--- src/rtl/pipe_ctrl_pkg.sv ---
// -----------------------------------------------------------------------------
// pipe_ctrl_pkg
//   Shared constants and helpers for the openMips pipeline control block.
//   - stall masks (bit0 PC, bit1 IF, bit2 ID, bit3 EX, bit4 MEM, bit5 WB)
//   - exception codes as seen on excepttype_i
//   - exception FSM state encoding
//   - stall priority and redirect-target decode functions
// -----------------------------------------------------------------------------
package pipe_ctrl_pkg;

    localparam logic [5:0] STALL_NONE = 6'b000000;
    localparam logic [5:0] STALL_ID   = 6'b000111;
    localparam logic [5:0] STALL_EX   = 6'b001111;
    localparam logic [5:0] STALL_MEM  = 6'b011111;

    localparam logic [31:0] EXC_INT     = 32'h0000_0001;
    localparam logic [31:0] EXC_SYSCALL = 32'h0000_0008;
    localparam logic [31:0] EXC_INVALID = 32'h0000_000A;
    localparam logic [31:0] EXC_OV      = 32'h0000_000C;
    localparam logic [31:0] EXC_TRAP    = 32'h0000_000D;
    localparam logic [31:0] EXC_ERET    = 32'h0000_000E;

    typedef enum logic {
        ST_IDLE  = 1'b0,
        ST_FLUSH = 1'b1
    } exc_state_t;

    // The deepest stage asking for a stall wins: freezing MEM also freezes
    // everything in front of it.
    function automatic logic [5:0] stall_mask(input logic req_id,
                                              input logic req_ex,
                                              input logic req_mem);
        logic [5:0] mask;
        mask = STALL_NONE;
        if (req_mem) begin
            mask = STALL_MEM;
        end else if (req_ex) begin
            mask = STALL_EX;
        end else if (req_id) begin
            mask = STALL_ID;
        end
        return mask;
    endfunction

    // Only interrupts and eret have their own targets; every other code,
    // including an unexpected zero, goes to the general vector.
    function automatic logic [31:0] redirect_target(input logic [31:0] code,
                                                    input logic [31:0] epc,
                                                    input logic [31:0] vec_int,
                                                    input logic [31:0] vec_gen);
        logic [31:0] target;
        case (code)
            EXC_INT:     target = vec_int;
            EXC_ERET:    target = epc;
            EXC_SYSCALL,
            EXC_INVALID,
            EXC_OV,
            EXC_TRAP:    target = vec_gen;
            default:     target = vec_gen;
        endcase
        return target;
    endfunction

endpackage

--- src/rtl/pipe_ctrl_sat_counter.sv ---
// -----------------------------------------------------------------------------
// sat_counter
//   Up-counter that sticks at MAX instead of wrapping. clr wins over inc.
//   Ports:
//     clk   in  1  rising-edge clock
//     rst_n in  1  asynchronous active-low reset (count -> 0)
//     inc   in  1  count up by one unless already at MAX
//     clr   in  1  synchronous clear
//     count out W  current value
// -----------------------------------------------------------------------------
module sat_counter #(
    parameter int             W   = 8,
    parameter logic [W-1:0]   MAX = '1
) (
    input  logic         clk,
    input  logic         rst_n,
    input  logic         inc,
    input  logic         clr,
    output logic [W-1:0] count
);

    always_ff @(posedge clk or negedge rst_n) begin
        if (!rst_n) begin
            count <= '0;
        end else if (clr) begin
            count <= '0;
        end else if (inc && (count != MAX)) begin
            count <= count + 1'b1;
        end
    end

endmodule

--- src/rtl/pipe_ctrl.sv ---
// -----------------------------------------------------------------------------
// pipe_ctrl
//   Pipeline control for the five-stage openMips core: combinational stall
//   vector, registered one-cycle flush/redirect on exceptions and eret,
//   saturating per-source stall counters, flush counter and a sticky stall
//   watchdog.
//   Ports:
//     clk, rst_n          clock / asynchronous active-low reset
//     stallreq_from_id    ID load-use bubble request
//     stallreq_from_ex    EX busy request
//     stallreq_from_mem   MEM bus-wait request
//     exc_valid           MEM commits an exception this cycle
//     excepttype_i[31:0]  exception code, qualified by exc_valid
//     cp0_epc_i[31:0]     EPC used as the eret target
//     stall[5:0]          per-stage hold (bit0 PC .. bit5 WB)
//     flush               one-cycle clear of all pipeline registers
//     new_pc[31:0]        redirect target, valid while flush=1, then held
//     stall_timeout       sticky watchdog flag
//     cnt_stall_id/ex/mem winning-source stall cycles (saturating)
//     cnt_flush           flushes issued (saturating)
//   Handshake: there is no back-pressure. exc_valid is a single-cycle
//   qualifier sampled on the rising edge while the FSM is IDLE; the flush it
//   causes is visible for exactly the following cycle.
// -----------------------------------------------------------------------------
module pipe_ctrl
    import pipe_ctrl_pkg::*;
#(
    parameter int          CNT_W       = 32,
    parameter int          WDOG_MAX    = 1023,
    parameter logic [31:0] EXC_VEC_INT = 32'h0000_0020,
    parameter logic [31:0] EXC_VEC_GEN = 32'h0000_0040
) (
    input  logic             clk,
    input  logic             rst_n,
    input  logic             stallreq_from_id,
    input  logic             stallreq_from_ex,
    input  logic             stallreq_from_mem,
    input  logic             exc_valid,
    input  logic [31:0]      excepttype_i,
    input  logic [31:0]      cp0_epc_i,
    output logic [5:0]       stall,
    output logic             flush,
    output logic [31:0]      new_pc,
    output logic             stall_timeout,
    output logic [CNT_W-1:0] cnt_stall_id,
    output logic [CNT_W-1:0] cnt_stall_ex,
    output logic [CNT_W-1:0] cnt_stall_mem,
    output logic [CNT_W-1:0] cnt_flush
);

    localparam int             RUN_W   = $clog2(WDOG_MAX + 1);
    localparam logic [RUN_W-1:0] RUN_MAX = RUN_W'(WDOG_MAX);

    exc_state_t       state_q;
    exc_state_t       state_d;
    logic             take_exc;
    logic [RUN_W-1:0] run_cnt;
    logic             run_at_max;
    logic             timeout_q;

    // ------------------------------------------------------------------ FSM
    always_ff @(posedge clk or negedge rst_n) begin
        if (!rst_n) begin
            state_q <= ST_IDLE;
        end else begin
            state_q <= state_d;
        end
    end

    always_comb begin
        state_d  = state_q;
        take_exc = 1'b0;
        case (state_q)
            ST_IDLE: begin
                if (exc_valid) begin
                    take_exc = 1'b1;
                    state_d  = ST_FLUSH;
                end
            end
            // The instruction presenting exc_valid here is being discarded.
            ST_FLUSH: state_d = ST_IDLE;
            default:  state_d = ST_IDLE;
        endcase
    end

    assign flush = (state_q == ST_FLUSH);

    // Target is captured on the same edge that enters FLUSH and then held.
    always_ff @(posedge clk or negedge rst_n) begin
        if (!rst_n) begin
            new_pc <= 32'h0;
        end else if (take_exc) begin
            new_pc <= redirect_target(excepttype_i, cp0_epc_i,
                                      EXC_VEC_INT, EXC_VEC_GEN);
        end
    end

    // ---------------------------------------------------------------- stall
    // Gated by rst_n so the pipeline registers see no hold while in reset.
    always_comb begin
        stall = STALL_NONE;
        if (rst_n && !flush) begin
            stall = stall_mask(stallreq_from_id, stallreq_from_ex,
                               stallreq_from_mem);
        end
    end

    // ------------------------------------------------------------- counters
    // stall already encodes the winner and is zero during flush.
    sat_counter #(.W(CNT_W), .MAX({CNT_W{1'b1}})) u_cnt_id (
        .clk(clk), .rst_n(rst_n), .inc(stall == STALL_ID), .clr(1'b0),
        .count(cnt_stall_id)
    );

    sat_counter #(.W(CNT_W), .MAX({CNT_W{1'b1}})) u_cnt_ex (
        .clk(clk), .rst_n(rst_n), .inc(stall == STALL_EX), .clr(1'b0),
        .count(cnt_stall_ex)
    );

    sat_counter #(.W(CNT_W), .MAX({CNT_W{1'b1}})) u_cnt_mem (
        .clk(clk), .rst_n(rst_n), .inc(stall == STALL_MEM), .clr(1'b0),
        .count(cnt_stall_mem)
    );

    sat_counter #(.W(CNT_W), .MAX({CNT_W{1'b1}})) u_cnt_flush (
        .clk(clk), .rst_n(rst_n), .inc(take_exc), .clr(1'b0),
        .count(cnt_flush)
    );

    // ------------------------------------------------------------- watchdog
    sat_counter #(.W(RUN_W), .MAX(RUN_MAX)) u_run (
        .clk(clk), .rst_n(rst_n), .inc(stall[0]), .clr(!stall[0]),
        .count(run_cnt)
    );

    assign run_at_max = (run_cnt == RUN_MAX);

    always_ff @(posedge clk or negedge rst_n) begin
        if (!rst_n) begin
            timeout_q <= 1'b0;
        end else if (run_at_max) begin
            timeout_q <= 1'b1;
        end
    end

    // Flag rises in the same cycle the run counter lands on the limit.
    assign stall_timeout = timeout_q | run_at_max;

endmodule

--- config.mk ---
export PLATFORM = sky130hd
export DESIGN_NAME = pipe_ctrl
export DESIGN_NICKNAME = d
export VERILOG_FILES = /design/src/rtl/pipe_ctrl_pkg.sv /design/src/rtl/pipe_ctrl_sat_counter.sv /design/src/rtl/pipe_ctrl.sv
export SDC_FILE = /design/constraint.sdc
export NUM_CORES = 1
export LEC_CHECK = 0
export ABC_AREA = 1
export BUFFER_PORTS_ARGS = -buffer_cell sky130_fd_sc_hd__buf_4
export CAP_MARGIN = 20
export CELL_PAD_IN_SITES_DETAIL_PLACEMENT = 1
export CELL_PAD_IN_SITES_GLOBAL_PLACEMENT = 1
export CORE_AREA = 2 2 139 195
export DETAILED_ROUTE_END_ITERATION = 10
export DIE_AREA = 0 0 141 197
export PLACE_DENSITY = 0.95
export SYNTH_ARGS = -nofsm -noshare
export SYNTH_HDL_FRONTEND = slang
export SYNTH_SLANG_ARGS = --single-unit
export TNS_END_PERCENT = 1
--- constraint.sdc ---
create_clock -name clk -period 4.5 [get_ports clk]
set_input_delay 0.225 -clock clk [delete_from_list [all_inputs] [get_ports clk]]
set_output_delay 0.225 -clock clk [all_outputs]
set_load 0.01 [all_outputs]
# == Yosys cells after proc, flatten, opt, wreduce, memory -nomap -nowiden ==
# Index checks and enable logic that the tools add are counted.
# op_classes
eq_ne,12
add_sub_neg,5
n_mux,10
n_reduce_logical,7
bitwise_logic,2
# ops
cell,count
32-bit by 1-bit adder with 32-bit output (second input constant),4
32-bit inequality test (second input constant),4
32-bit case mux with 2 select lines,1
32-bit by 1-bit == test with 1-bit output (second input constant),1
32-bit by 4-bit == test with 1-bit output (second input constant),1
10-bit 2-to-1 mux,2
10-bit by 1-bit adder with 10-bit output (second input constant),1
10-bit == test (second input constant),1
5-bit 2-to-1 mux,2
10-bit inequality test (second input constant),1
6-bit by 3-bit == test with 1-bit output (second input constant),1
6-bit by 4-bit == test with 1-bit output (second input constant),1
6-bit by 5-bit == test with 1-bit output (second input constant),1
1-bit logical AND,6
4-bit 2-to-1 mux,1
3-bit 2-to-1 mux,1
1-bit 2-to-1 mux,2
2-bit by 1-bit inequality test with 1-bit output (second input constant),1
1-bit case mux with 2 select lines,1
1-bit zero test,1
1-bit NOT,1
1-bit bitwise OR,1
# totals
word_cells,44
register_bits,172

# == Depth between registers and ports, before layout ==
# logic_depth
word_depth,7
depth_mapped,11

# == Hierarchy ==
# A second synthesis with hierarchy kept.
# unflattened
cells_unflattened,1684
area_unflattened_um2,11393.4
# by_module_without_submodules
mod,area_per_inst_um2,cells_per_inst,instances,seq_area_each_um2
sat_counter at u_cnt_ex ...,2243.4,345,4,800.8
pipe_ctrl,1736.7,209,1,850.8
sat_counter at u_run,683.2,95,1,250.2

# == Worst setup path after synthesis ==
# OpenSTA, ideal clock, no wires.
# synth_timing
path_kind,reg-to-reg
startpoint,register u_cnt_ex.count[0]
endpoint,register u_cnt_ex.count[26]
setup_slack_ns,2.791
t_arrival_ns,1.593
stages_incl_launch_ff,12
synth_period_minus_slack_ns,1.709
path_cell_list,dfrtp_1 ha_1 inv_1 nor2_4 nand2_4 nor2_8 nand2_4 nand2_4 inv_2 buf_6 nand2_1 nand2_1
# synth_via
elab_chain_len,2
# synth_lines
item,line_no,rtl
start: declaration,pipe_ctrl_sat_counter.sv:19,output logic [W-1:0] count
start signal: assignment,pipe_ctrl_sat_counter.sv:28,count <= count + 1'b1;
"parallel branches: the longest is 2 deep, another holds 32-bit by 1-bit adder with 32-bit output",-,
# Several ways; the timed one is not identified.
# A chain may end at the register's enable or synchronous reset.

# == Worst setup path in the final report ==
# layout_timing
startpoint,"register state_q, in the netlist flush"
endpoint,register u_cnt_flush.count[5]
# layout_via
elab_chain_len,2
# layout_lines
item,line_no,rtl
start: declaration,pipe_ctrl.sv:54,exc_state_t state_q;
start signal: assignment,pipe_ctrl.sv:66,state_q <= state_d;
1-bit 2-to-1 mux,pipe_ctrl.sv:73,case (state_q)
1-bit logical AND,pipe_ctrl_sat_counter.sv:27,end else if (inc && (count != MAX)) begin
end signal: assignment,pipe_ctrl_sat_counter.sv:28,
end: declaration,pipe_ctrl_sat_counter.sv:19,
# No other way between the ends.

==> summary.md <==
| Metric | Value |
|---|---|
| Worst Path Buf+Inv | 2 |
| Distinct cells, synth | 36 |
| Via count | 11305 |
| CP Capture Type | flop |
| CP arrival | 3240 ps |
| Antenna fix cells | 0 |
| Top_reg_cell synth | dfrtp_1 |
| Max_cap viols | 0 |
| Die Area | 27800 sq um |
| RSZ-0062 raised after global routing | no |
| Die width | 141 microns |
| Worst path cell trace | inv_2 > nand2_2 > clkinv_1 > nand2_4 > nand2_1 > o21ai_1 |
| Util after Layout | 0.512 |
| Overall power | 3.84 mW |
| Post-synth ARST share | 1.00 |
| Post-synthesis compound-gate area fraction | 0.0363 |
| Clk_skew | 9.65 ps |
| Hpwl dp | 27000 microns |
| GP Congestion | 0.863 |
| CP delay by family, top | simple AND/OR/NAND/NOR gates |
| Syn-to-layout area delta | 23.3% |
| Post-synthesis register bit count | 172 |
| Worst Tran Pin Value | 996 ps |
| Startpoint types | flop |
| Final wirelength | 36100 microns |
| Fmax | 348 MHz |
| Initial Util | 0.415 |
| Total setup buffers inserted after CTS | 0 |
| Port bufs | 236 |
| Antenna violations before repair | 0 |
| WHS Endpoint | new_pc[23]$_DFFE_PN0P_ |
| Initial drt markers | 457 |
| H-tree depth | 4 |
| Design Area, Final | 13300 sq um |
| CTS tree | yes |
| Placed Area | 12700 sq um |
| Simple-gate share of the synthesized area | 0.463 |
| Max IR drop VDD | 0.000260 V |
| Yosys warning count | 0 |
| Largest family of logic cells by synthesized area | simple AND/OR/NAND/NOR gates |
| Top-Level Pins | 238 |
| Status | finished clean |
| Vias in the first global route | 12312 |
| Gates resized, CTS repair | 0 |
| Num CTS Buffers | 17 |
| Clock-pin slew on the worst setup and hold paths | 70 ps |
| Core area | 26000 sq um |
| Post-Synth Adder-Cell Area | 0.00580 |
| Total nets after synthesis | 1658 |
| Leak pwr | 6.59 nW |
| Number of synthesized flops with an enable pin | 0 |
| TritonRoute pass-1 iters | 5 |
| Pwr/cell area | 289 nW/um^2 |
| Rows | 70 |
| Min-delay worst type | in2reg |
| Remaining antenna violation count | 0 |
| Clk buf depth | 2 |
| Largest area contributor in the netlist | dfrtp_1 |
| Reg2reg end | u_cnt_flush.count[5]$_DFFE_PN0P_ |
| Avg Cell Area, Syn | 6.82 sq um |
| R2R depth | 6 |
| Hold Startpoint | cp0_epc_i[23] |
| Post-Syn Area | 10800 sq um |
| Total gr overflow | 0 |
| CTS sink count | 172 |
| Crit Path Max Fanout | 36 |
| Setup crit start | flush$_DFF_PN0_ |
| Final nets | 1884 |
| Relative slew slack | 0.332 |
| DR WL/cell | 16.8 microns |
| Hold-fix buffers, CTS | 1 |
| Reg2reg setup slack | 1620 ps |
| Layout cells sized above 1 | 0.188 |
| Post-synthesis mux area share | 0 |
| Fin crit share | 0.639 |
| Final slew viol count | 0 |
| CTS Root Cell | clkbuf_16 |
| Slowest stage delay, CP | 980 ps |
| Total GRT Usage | 0.266 |
| CP max stage cell | clkinv_1 |
| R2R Path Start | flush$_DFF_PN0_ |
| Clock latency on the worst-skew pair | 450 ps |
| Die H | 197 microns |
| Fin Setup TNS | 0 ps |
| Crit Path Category | reg2reg |
| Top-area cell type share of the netlist area | 0.399 |
| Area contributors post-synth | dfrtp_1, nand2_1, nor2_1, nand3b_1, xor2_1 |
| DR DRC count | 0 |
| Clock period minus worst slack | 2880 ps |
| WP data required | 4860 ps |
| Via density | 5.27 |
| Cells after Synth | 1583 |
| First-pass GRT wire length | 59900 microns |
| Post-synthesis xor/xnor area fraction | 0.0487 |
| Hold Path Depth | 3 |
| Pin count of the biggest net entering global routing | 72 |
| Final hold viol count | 0 |
| # setup viols final | 0 |
| Seq/Total Area, Yosys | 0.399 |
## cells in the mapped netlist, drive strengths merged (9+ instances only)
library cell	n
clkbuf	9
buf	24
xnor2	25
dfrtp	172
nor2	247
nand3b	51
nand3	26
inv	65
nand2	828
xor2	35
nand4	17
o21ai	57
a21oi	10
## how the worst max path moves through the flow
stage               cells after the start  slack [ps]                           endpoint
global placement                        5        1690   u_cnt_flush.count[6]$_DFFE_PN0P_
floorplan                              11        2790     u_cnt_ex.count[26]$_DFFE_PN0P_
global route                            6        1310  u_cnt_flush.count[27]$_DFFE_PN0P_
CTS                                     6        1620   u_cnt_flush.count[5]$_DFFE_PN0P_
detailed placement                      6        1630   u_cnt_flush.count[5]$_DFFE_PN0P_
finish                                  6        1620   u_cnt_flush.count[5]$_DFFE_PN0P_
## per-layer routing
layer | up-vias | wire [microns] | GRT usage
met3 | 102 | 1920 | 0.0571
met4 | 0 | 1360 | 0.116
met5 | - | 0 | 0
met1 | 5500 | 13700 | 0.289
li1 | 5345 | - | -
met2 | 358 | 19000 | 0.496
## cells by family after synthesis
logic type | after synthesis
AO/OA/AOI/OAI | 69
XOR/XNOR | 60
adder cells (fa/ha/maj) | 5
buffers and inverters | 99
flip-flops | 172
other | 1
AND/OR/NAND/NOR | 1177
## sequential cells by signal, summed over array words and instances, names as in the netlist
register,count
new_pc,32
u_cnt_ex.count,32
u_cnt_flush.count,32
u_cnt_id.count,32
u_cnt_mem.count,32
u_run.count,10
flush,1
timeout_q,1
## worst reg2reg max path: cells and delay by family (launching register included)
family | cells | cell delay [ps]
and+or+nand+nor | 3 | 1290
AOI/OAI and AO/OA | 1 | 100
buffers and inverters | 2 | 1040
DFF | 1 | 360
## layout make-up
cell class | count | area [sq um]
clock buffer | 19 | 443
inverter | 66 | 248
tap | 324 | 405
multi-input combinational | 1312 | 5980
timing repair buffer | 240 | 1820
clock inverter | 13 | 108
sequential | 172 | 4300
fill | 3418 | 12700
## where the power goes
part / internal [mW] / switching (mW) / total [mW]
registers: 1.63 / 0.159 / 1.79
logic: 0.270 / 0.344 / 0.614
clock network: 0.734 / 0.704 / 1.44
total: 2.64 / 1.21 / 3.84
## stage by stage
step	instances	hold WS, ps	setup slack (ps)
floorplan	1583	-70.6	2790
global placement	2112	133	1690
detailed placement	2113	132	1630
CTS	2146	41.4	1620
global route	2146	44.9	1310
finish	2146	46.1	1620
## cells in the final DEF (no fill, tap or decap), types with 9 or more instances in the layout
| cell | instances |
|---|---|
| nor2_1 | 228 |
| nand2_2 | 28 |
| nand3b_1 | 51 |
| xnor2_1 | 25 |
| clkbuf_16 | 17 |
| nand3_1 | 26 |
| dfrtp_1 | 172 |
| nand2_1 | 789 |
| o21ai_0 | 50 |
| nand4_1 | 17 |
| xor2_1 | 35 |
| nand2_4 | 10 |
| nor2_4 | 9 |
| inv_1 | 60 |
| buf_4 | 237 |
Power figures use the tool's default switching activity.
